$ cat src/rtl/display_pkg.sv
// Shared constants and types for the four-digit multiplexed 7-segment driver.
// Segment codes are active-low {g,f,e,d,c,b,a}; the dp bit is added by the top.
package display_pkg;

    localparam int NUM_DIGITS = 4;

    localparam logic [7:0] SEG_OFF   = 8'hFF;
    localparam logic [3:0] ANODE_OFF = 4'hF;

    // Indexed by the nibble value 0..F.
    localparam logic [6:0] SEG_TABLE [16] = '{
        7'h40, 7'h79, 7'h24, 7'h30, 7'h19, 7'h12, 7'h02, 7'h78,
        7'h00, 7'h10, 7'h08, 7'h03, 7'h46, 7'h21, 7'h06, 7'h0E
    };

    typedef logic [$clog2(NUM_DIGITS)-1:0] digit_idx_t;

    // Active-low enable with only the selected digit pulled low.
    function automatic logic [NUM_DIGITS-1:0] anode_for(input digit_idx_t idx);
        return ~(NUM_DIGITS'(1) << idx);
    endfunction

endpackage

$ cat src/rtl/display_seg7_decode.sv
// Combinational hex-to-7-segment decoder: 4-bit nibble in, active-low {g..a} out.
module seg7_decode
    import display_pkg::*;
(
    input  logic [3:0] nibble,
    output logic [6:0] seg
);

    assign seg = SEG_TABLE[nibble];

endmodule

$ cat src/rtl/display.sv
// Four-digit multiplexed common-anode 7-segment driver showing a 16-bit value in hex.
// Define DISPLAY_BLANK_EN to blank leading zero digits (digit 0 is always shown).
module display
    import display_pkg::*;
#(
    parameter int DIGIT_CYCLES = 50_000
) (
    input  logic        clk,
    input  logic        rst,
    input  logic [15:0] display_num,
    output logic [3:0]  anode,
    output logic [7:0]  segment
);

    localparam int TICK_W = (DIGIT_CYCLES > 1) ? $clog2(DIGIT_CYCLES) : 1;
    localparam logic [TICK_W-1:0] TICK_LAST = TICK_W'(DIGIT_CYCLES - 1);

    logic [TICK_W-1:0] tick;
    digit_idx_t        idx;
    logic [3:0]        nibble;
    logic [6:0]        seg_code;
    logic              blank;

    // NOTE: sequential state uses non-blocking assignments so every register
    // samples the pre-edge values, independent of statement order.
    always_ff @(posedge clk) begin
        if (rst) begin
            tick <= '0;
            idx  <= '0;
        end else if (tick == TICK_LAST) begin
            tick <= '0;
            idx  <= idx + 1'b1;
        end else begin
            tick <= tick + 1'b1;
        end
    end

    assign nibble = display_num[{idx, 2'b00} +: 4];

    seg7_decode u_decode (
        .nibble (nibble),
        .seg    (seg_code)
    );

`ifdef DISPLAY_BLANK_EN
    // A digit is a leading zero when it and every digit above it are zero.
    logic [15:0] upper;
    assign upper = display_num >> {idx, 2'b00};
    assign blank = (idx != '0) && (upper == '0);
`else
    assign blank = 1'b0;
`endif

    // Registered pins: one clock of latency from idx or display_num to the display.
    always_ff @(posedge clk) begin
        if (rst) begin
            anode   <= ANODE_OFF;
            segment <= SEG_OFF;
        end else begin
            anode   <= anode_for(idx);
            segment <= blank ? SEG_OFF : {1'b1, seg_code};
        end
    end

endmodule

$ cat config.mk
export PLATFORM = sky130hd
export DESIGN_NAME = display
export DESIGN_NICKNAME = d
export VERILOG_FILES = /design/src/rtl/display_pkg.sv /design/src/rtl/display_seg7_decode.sv /design/src/rtl/display.sv
export SDC_FILE = /design/constraint.sdc
export NUM_CORES = 1
export LEC_CHECK = 0
export CAP_MARGIN = 15
export CORE_UTILIZATION = 38
export CTS_CLUSTER_DIAMETER = 120
export DETAILED_ROUTE_END_ITERATION = 8
export PLACE_DENSITY_LB_ADDON = 0.05
export SYNTH_ARGS = -nofsm -noshare
export SYNTH_HDL_FRONTEND = slang
export SYNTH_SLANG_ARGS = --single-unit
export TNS_END_PERCENT = 50
$ cat constraint.sdc
create_clock -name clk -period 3.8 [get_ports clk]
set_input_delay 0.38 -clock clk [delete_from_list [all_inputs] [get_ports clk]]
set_output_delay 0.38 -clock clk [all_outputs]
set_load 0.1 [all_outputs]
==> results.py, run 1 <==
metrics = {
    "synth": {
        "yosys.area.top_type_share": 0.395,
        "ys.flop_type": "dfxtp_1",
        "synth_edf_count": 0,
        "yosysSeqAreaShare": 0.395,
        "syn_area_per_cell_um2": 9.36,
        "synth_warnings": 0,
        "syn_nets": 186,
        "yosysMostFrequentCell": "dfxtp_1",
        "async_flop_share": 0,
        "yosysTopAreaCell": "dfxtp_1",
        "synth_common_cells": "29 x dfxtp_1, 15 x nor2_1, 13 x nand2_1",
        "syn_inst": 157,
        "syn_area_mm2": 0.00147,
        "synth.distinct_cells": 43,
        "synth_area_leaders": "dfxtp_1 40%, ha_1 9.4%, mux4_2 6.1%, nor2_1 3.8%, nand2_1 3.3%",
        "ys_ff_latch": 29,
    },
    "min_path": {
        "hold_class": "flop to flop",
    },
    "clock_tree": {
        "max-clock-path-buffers": 2,
        "cts_tree": "done",
        "holdBufCountCts": 0,
        "cts-root-buf": "clkbuf_8",
        "cts_setup_buffers": 0,
        "clk_latency_ps": 280,
        "cts_resized": 0,
        "numCtsBuffers": 5,
        "clkTransAtPathRegs_ps": 70,
        "cts.htree.levels": 2,
        "cts.sinks": 29,
    },
    "floorplanning": {
        "core_mm2": 0.00369,
        "die_h_um": 64.2,
        "initial_core_util": 0.398,
        "die-area_mm2": 0.00412,
        "die_x_um": 64.2,
        "rows": 22,
        "num_io_pins": 30,
    },
    "sta": {
        "slew_viol_final": 0,
        "setup_tns_ps": 0,
        "fin_skew_ps": 10.1,
        "finalHoldViolCount": 0,
        "max-slew-margin-rel": 0.335,
        "finalCriticalPeriod_ps": 2200,
        "setup_violations": 0,
        "fmax_mhz": 455,
        "rsz0062_at_grt": "false",
        "final.period_utilization": 0.579,
        "tightest_slew_ps": 991,
    },
    "pwr": {
        "ir_worst_vdd_mv": 0.220,
        "cellLeakagePower_nw": 0.677,
        "p_per_area_mw_per_mm2": 366,
    },
    "global_route": {
        "grt_pass1_wl_um": 5310,
        "grt.overflow.total": 0,
        "grt_pass1_vias": 1193,
        "grt_max_degree": 16,
        "grt_usage": 0.166,
        "antenna_found_initial": 0,
    },
    "placement": {
        "gp_congestion": 0.779,
        "portBuffers": 28,
        "hpwl_um": 2180,
    },
    "critical_path": {
        "cp-start-kind": "flop",
        "path_class": "flop to flop",
        "crit_arrival_ps": 2350,
        "cp_data_required_time_ps": 3950,
        "endpoint_kind": "flop",
        "crit_fanout": 9,
    },
    "final_layout": {
        "regArea_um2": 581,
        "drive_gt1_frac": 0.0973,
        "num-fill-cells": 358,
        "syn_to_final_growth_pct": 26.2,
        "multi_input_area_um2": 810,
        "antenna_cells": 0,
        "final_util": 0.503,
        "nNetsFinal": 213,
    },
    "detailed_routing": {
        "avgRoutedWirePerCell_um": 13.0,
        "vias": 1199,
        "drtIter0Drc": 40,
        "drc": 0,
        "wl_um": 3030,
        "ant_nets": 0,
        "avgViaCountPerCell": 5.15,
        "dr.pass1.iters": 4,
    },
    "status": {
        "status": "finished, final reports clean",
    },
    "flow_run": {
        "cap_violations": 0,
    },
}
kinds of logic after synthesis:
logic type,after synthesis,synth area share
AND/OR/NAND/NOR,55,0.198
XOR/XNOR,10,0.0596
flip-flops,29,0.395
other,1,0.00255
buffers and inverters,19,0.0537
AO/OA/AOI/OAI,24,0.106
adder cells (fa/ha/maj),11,0.0937
multiplexers,8,0.0903
worst paths after layout:
check / slack, ps / cells after the start / from / to
worst min-delay path: 460 / 1 / tick[0] / tick[0]
worst min register to register: 460 / 1 / tick[0] / tick[0]
worst max register to register: 1600 / 5 / idx[0] / segment[3]
worst max-delay path: 1600 / 5 / idx[0] / segment[3]
sequential cells by signal, summed over array words and instances (netlist names):
signal,count
anode,4
idx,2
tick,16
segment,7
worst max-delay path, cell delays in order (launching register included):
cell and delay [ps]:
dfxtp_1 560, mux4_2 630, ha_1 270, or2_2 310
a211oi_1 250, a31oi_1 60
power by group:
group | switching, mW | leakage, nW | internal [mW] | total, mW
Combinational | 0.0807 | 0.395 | 0.0413 | 0.122
Clock | 0.113 | 0.0450 | 0.126 | 0.240
Sequential | 0.00394 | 0.237 | 0.314 | 0.318
placed cells by master (no fill, tap or decap), types with 4 or more instances in the layout:
master	instances
clkbuf_8	5
o21ai_0	4
clkdlybuf4s50_1	28
a21oi_1	6
xor2_1	5
nand2_1	13
inv_1	11
dfxtp_1	29
xnor2_1	5
nand4_1	4
ha_1	11
mux4_2	4
nor2_1	15
routing by layer:
metal / share of wire / up-vias / track usage / wire length (um)
li1: - / 601 / - / -
met1: 0.45 / 555 / 0.193 / 1370
met2: 0.46 / 36 / 0.274 / 1390
met3: 0.065 / 7 / 0.0429 / 198
met4: 0.024 / 0 / 0.100 / 73
met5: 0 / - / 0 / 0
metrics by stage:
step	setup WS [ps]	power, mW	instance area [um^2]	cells	hold slack (ps)
after floorplan	1790	0.410	1470	157	426
after global placement	1510	0.446	1770	225	443
after detailed placement	1480	0.447	1770	225	452
after CTS	1590	0.692	1850	233	466
after global routing	1410	0.710	1850	233	499
final	1600	0.679	1850	233	463
area by class of cell:
type | instances | share of cell area
Clock buffer | 6 | 0.0391
Clock inverter | 2 | 0.00540
Inverter | 11 | 0.0223
Multi-Input combinational cell | 109 | 0.437
Sequential cell | 29 | 0.313
Tap cell | 48 | 0.0324
Timing Repair Buffer | 28 | 0.151
Power figures use the tool's default switching activity.
==> inputs of run 2 (changes only) <==
Clock period 3.8 ns to 1.91 ns, I/O delays scaled along.
==> run 2 against run 1 <==
  * Power is 110% higher
  * Global-route usage is 0.87 points higher
  * First-iteration DRC count is 33% lower
  * Non-clock buffer count is 16 higher
  * Hold slack worse by 3.7 ps
  * Critical endpoint unchanged
==> results.py, run 2 (synthesis results as in run 1) <==
metrics = {
    "floorplanning": {
        "die-area_mm2": 0.00412,
        "num_io_pins": 30,
        "die_x_um": 64.2,
        "initial_core_util": 0.398,
        "die_h_um": 64.2,
        "core_mm2": 0.00369,
        "rows": 22,
    },
    "clock_tree": {
        "cts_tree": "done",
        "cts.sinks": 29,
        "numCtsBuffers": 5,
        "clk_latency_ps": 280,
        "cts.htree.levels": 2,
        "clkTransAtPathRegs_ps": 70,
        "cts_setup_buffers": 0,
        "cts-root-buf": "clkbuf_8",
        "max-clock-path-buffers": 2,
    },
    "critical_path": {
        "crit_arrival_ps": 2000,
        "crit_fanout": 5,
        "reg2reg_depth": 5,
        "cp-start-kind": "flop",
        "slowest_delay_ps": 590,
        "slowest_stage": "mux4_2",
        "endpoint_kind": "flop",
        "r2r-end": "segment[3]",
        "path_class": "flop to flop",
        "path_cells": "mux4_2 -> ha_4 -> or2_2 -> a211oi_1 -> a31oi_1",
        "cp_data_required_time_ps": 2070,
        "regToRegSetupSlack_ps": 70,
        "regToRegStartpoint": "idx[0]",
    },
    "final_layout": {
        "largest-register": "tick",
        "syn_to_final_growth_pct": 34.8,
        "drive_gt1_frac": 0.239,
        "reg.largest.list": "tick x16, segment x7, anode x4",
        "num-fill-cells": 342,
        "final_common_cell": "dfxtp_1",
        "antenna_cells": 0,
        "final_cells": 249,
        "largest_register_ffs": 16,
        "layout_common_cells": "28 x dfxtp_1, 27 x buf_4, 17 x clkdlybuf4s50_1",
        "nNetsFinal": 229,
    },
    "sta": {
        "fin_skew_ps": 6.55,
        "fmax_mhz": 545,
        "setup_violations": 0,
        "slew_viol_final": 0,
        "finalHoldViolCount": 0,
        "finalCriticalPeriod_ps": 1840,
        "rsz0062_at_grt": "false",
        "setup_tns_ps": 0,
        "layout_setup_ws_ps": 74.4,
        "hold_ws_ps": 459,
        "final.period_utilization": 0.961,
    },
    "placement": {
        "gp_congestion": 0.785,
        "preCtsSetupSlack_ps": -127,
        "portBuffers": 28,
        "hpwl_um": 2380,
        "placedCellCount": 241,
    },
    "detailed_routing": {
        "avgRoutedWirePerCell_um": 12.8,
        "drc": 0,
        "ant_nets": 0,
        "drtIter0Drc": 27,
        "dr.pass1.iters": 4,
        "avgViaCountPerCell": 5.05,
        "wl_um": 3190,
        "vias": 1258,
    },
    "pwr": {
        "power_mw": 1.44,
        "p_per_area_mw_per_mm2": 729,
        "ir_worst_vdd_mv": 0.423,
        "cellLeakagePower_nw": 0.772,
    },
    "global_route": {
        "grt_max_degree": 16,
        "grt.overflow.total": 0,
        "grt_usage": 0.175,
        "grt_pass1_vias": 1222,
        "grt_pass1_wl_um": 5440,
        "antenna_found_initial": 0,
    },
    "min_path": {
        "min_to": "tick[0]",
        "hold_class": "flop to flop",
        "hold_depth": 1,
        "min_from": "tick[0]",
    },
    "status": {
        "status": "finished, final reports clean",
    },
    "flow_run": {
        "cap_violations": 0,
    },
}
run 2: timing repair:
action / 4_1_cts / 5_1_grt
endpoints found under the setup margin: 0 / 5
hold buffers: 0 / 0
gates resized for setup: 0 / 1
hold endpoints to repair: 0 / 0
run 2: power by group:
group	switching (mW)	internal (mW)	leakage (nW)	total [mW]
clock network	0.229	0.325	0.0542	0.554
registers	0.00799	0.624	0.238	0.632
logic	0.165	0.0908	0.480	0.256
total	0.402	1.04	0.772	1.44
run 2: cell type report:
| cell class | instances | area [um^2] | area share |
|---|---|---|---|
| Timing Repair Buffer | 44 | 373 | 0.188 |
| Clock buffer | 7 | 96.3 | 0.0487 |
| Multi-Input combinational cell | 109 | 822 | 0.415 |
| Inverter | 11 | 41.3 | 0.0209 |
| Sequential cell | 29 | 582 | 0.294 |
| Tap cell | 48 | 60.1 | 0.0303 |
| Clock inverter | 1 | 5.00 | 0.00253 |
run 2: critical path: cells and delay by family, from the launching register on:
family          cells  cell delay [ps]
compound gates      2              300
fa+ha+maj           1              190
flops               1              360
mux                 1              590
simple gates        1              280
run 2: worst max-delay path by stage:
stage | from | endpoint | slack, ps | cells past startpoint
floorplan | idx[0] | segment[3] | 1 | 6
global placement | display_num[12] | segment[3] | -110 | 6
detailed placement | display_num[12] | segment[3] | -130 | 6
CTS | idx[0] | segment[3] | 10 | 5
global route | idx[0] | segment[5] | 10 | 6
finish | idx[0] | segment[3] | 70 | 5
run 2: through the flow:
step | utilization | instance area [um^2]
final | 0.537 | 1980
after global placement | 0.509 | 1880
after CTS | 0.536 | 1980
after global routing | 0.537 | 1980
after floorplan | - | 1490
after detailed placement | 0.509 | 1880
run 2: layer usage:
metal | vias up | share of wire | GRT usage
met5 | - | 0 | 0
met4 | 0 | 0.0072 | 0.0667
met3 | 2 | 0.067 | 0.0625
met2 | 37 | 0.48 | 0.303
met1 | 587 | 0.44 | 0.195
li1 | 632 | - | -
==> inputs of run 3 (changes only) <==
--- a/config.mk
+++ b/config.mk
@@ -10,5 +10,5 @@
 export CTS_CLUSTER_DIAMETER = 120
 export DETAILED_ROUTE_END_ITERATION = 8
-export PLACE_DENSITY_LB_ADDON = 0.05
+export PLACE_DENSITY = 0.71
 export SYNTH_ARGS = -nofsm -noshare
 export SYNTH_HDL_FRONTEND = slang
==> constraint.sdc (replaced) <==
create_clock -name clk -period 1.91 [get_ports clk]
set_input_delay 0.191 -clock clk [delete_from_list [all_inputs] [get_ports clk]]
set_output_delay 0.191 -clock clk [all_outputs]
set_load 0.01 [all_outputs]
==> run 3 against run 2 <==
  * Combinational power decreased by 38%
  * Register-to-register slack about the same
  * Largest cell class unchanged
  * Critical endpoint unchanged
  * Sequential power about the same
==> results.py, run 3 (synthesis results as in run 1) <==
metrics = {
    "status": {
        "status": "finished, final reports clean",
    },
    "detailed_routing": {
        "ant_nets": 0,
        "drtIter0Drc": 98,
        "drc": 0,
        "dr.pass1.iters": 4,
        "avgRoutedWirePerCell_um": 12.9,
        "vias": 1258,
        "wl_um": 3180,
        "avgViaCountPerCell": 5.11,
    },
    "critical_path": {
        "crit_fanout": 4,
        "crit_arrival_ps": 1970,
        "cp-start-kind": "flop",
        "cp_data_required_time_ps": 2060,
        "regToRegSetupSlack_ps": 90,
        "endpoint_kind": "flop",
        "path_class": "flop to flop",
        "r2r-end": "segment[3]",
        "regToRegStartpoint": "idx[0]",
        "reg2reg_depth": 5,
    },
    "pwr": {
        "cellLeakagePower_nw": 0.745,
        "p_per_area_mw_per_mm2": 655,
        "power_mw": 1.30,
        "ir_worst_vdd_mv": 0.492,
    },
    "floorplanning": {
        "die_x_um": 64.2,
        "core_mm2": 0.00369,
        "rows": 22,
        "die-area_mm2": 0.00412,
        "num_io_pins": 30,
        "initial_core_util": 0.398,
        "die_h_um": 64.2,
    },
    "sta": {
        "finalCriticalPeriod_ps": 1820,
        "setup_tns_ps": 0,
        "finalHoldViolCount": 0,
        "slew_viol_final": 0,
        "setup_violations": 0,
        "final.period_utilization": 0.954,
        "fmax_mhz": 549,
        "fin_skew_ps": 7.19,
        "rsz0062_at_grt": "false",
    },
    "min_path": {
        "min_to": "tick[0]",
        "min_from": "tick[0]",
        "hold_class": "flop to flop",
        "hold_depth": 1,
    },
    "clock_tree": {
        "cts.sinks": 29,
        "cts_setup_buffers": 0,
        "clk_latency_ps": 280,
        "max-clock-path-buffers": 2,
        "clkTransAtPathRegs_ps": 60,
        "cts-root-buf": "clkbuf_8",
        "cts_tree": "done",
        "cts.htree.levels": 2,
        "numCtsBuffers": 5,
    },
    "global_route": {
        "grt_usage": 0.173,
        "grt_max_degree": 16,
        "grt_pass1_wl_um": 5480,
        "grt.overflow.total": 0,
        "antenna_found_initial": 0,
        "grt_pass1_vias": 1282,
    },
    "final_layout": {
        "largest_register_ffs": 16,
        "reg.largest.list": "tick x16, segment x7, anode x4",
        "multi_input_area_um2": 825,
        "largest-register": "tick",
        "regArea_um2": 584,
        "nNetsFinal": 227,
        "drive_gt1_frac": 0.177,
        "final_util": 0.537,
        "final_cells": 246,
        "num-fill-cells": 353,
        "syn_to_final_growth_pct": 34.9,
        "antenna_cells": 0,
        "layout_common_cells": "28 x dfxtp_1, 28 x clkdlybuf4s50_1, 15 x nor2_1",
    },
    "placement": {
        "portBuffers": 28,
        "gp_congestion": 0.838,
        "hpwl_um": 2430,
        "placedCellCount": 239,
    },
    "flow_run": {
        "cap_violations": 0,
    },
}
==> run 3: final cells by class <==
| type | count | area share |
|---|---|---|
| Sequential cell | 29 | 0.295 |
| Clock buffer | 7 | 0.0436 |
| Tap cell | 48 | 0.0303 |
| Multi-Input combinational cell | 109 | 0.416 |
| Timing Repair Buffer | 42 | 0.194 |
| Inverter | 11 | 0.0208 |
==> run 3: where the power goes <==
part	internal (mW)	switching [mW]
Clock	0.285	0.224
Combinational	0.0936	0.0646
Sequential	0.623	0.00818
==> run 3: timing repair <==
item,CTS,global route
gates resized for setup,1,3
pin swaps,0,1
hold buffers,0,0
endpoints found under the setup margin,4,3
==> run 3: metal layers <==
layer / track usage / vias up / routed length, um
met5: 0 / - / 0
met1: 0.182 / 593 / 1370
met4: 0.0861 / 0 / 59
met3: 0.0554 / 6 / 118
met2: 0.309 / 31 / 1630
li1: - / 628 / -
==> run 3: worst max path at each step <==
stage / start / to / slack, ps / cells past startpoint
floorplan: idx[0] / segment[3] / 1 / 6
CTS: idx[0] / segment[1] / 40 / 5
detailed placement: display_num[12] / segment[3] / -140 / 6
global route: idx[0] / segment[1] / 20 / 5
finish: idx[0] / segment[3] / 90 / 5
global placement: display_num[12] / segment[3] / -100 / 6
==> run 3: worst max-delay path: stages, from the launching register on <==
cell	delay, ps
dfxtp_4	380
mux4_2	560
ha_4	180
or2_2	280
a211oi_1	230
a31oi_1	50
==> run 3: through the flow <==
step	setup slack (ps)	hold WS, ps	cell area (um^2)
floorplan	1.16	260	1490
global placement	-99.4	438	1890
detailed placement	-137	463	1890
CTS	43.2	476	1980
global route	16.1	500	1980
finish	88.3	467	1980
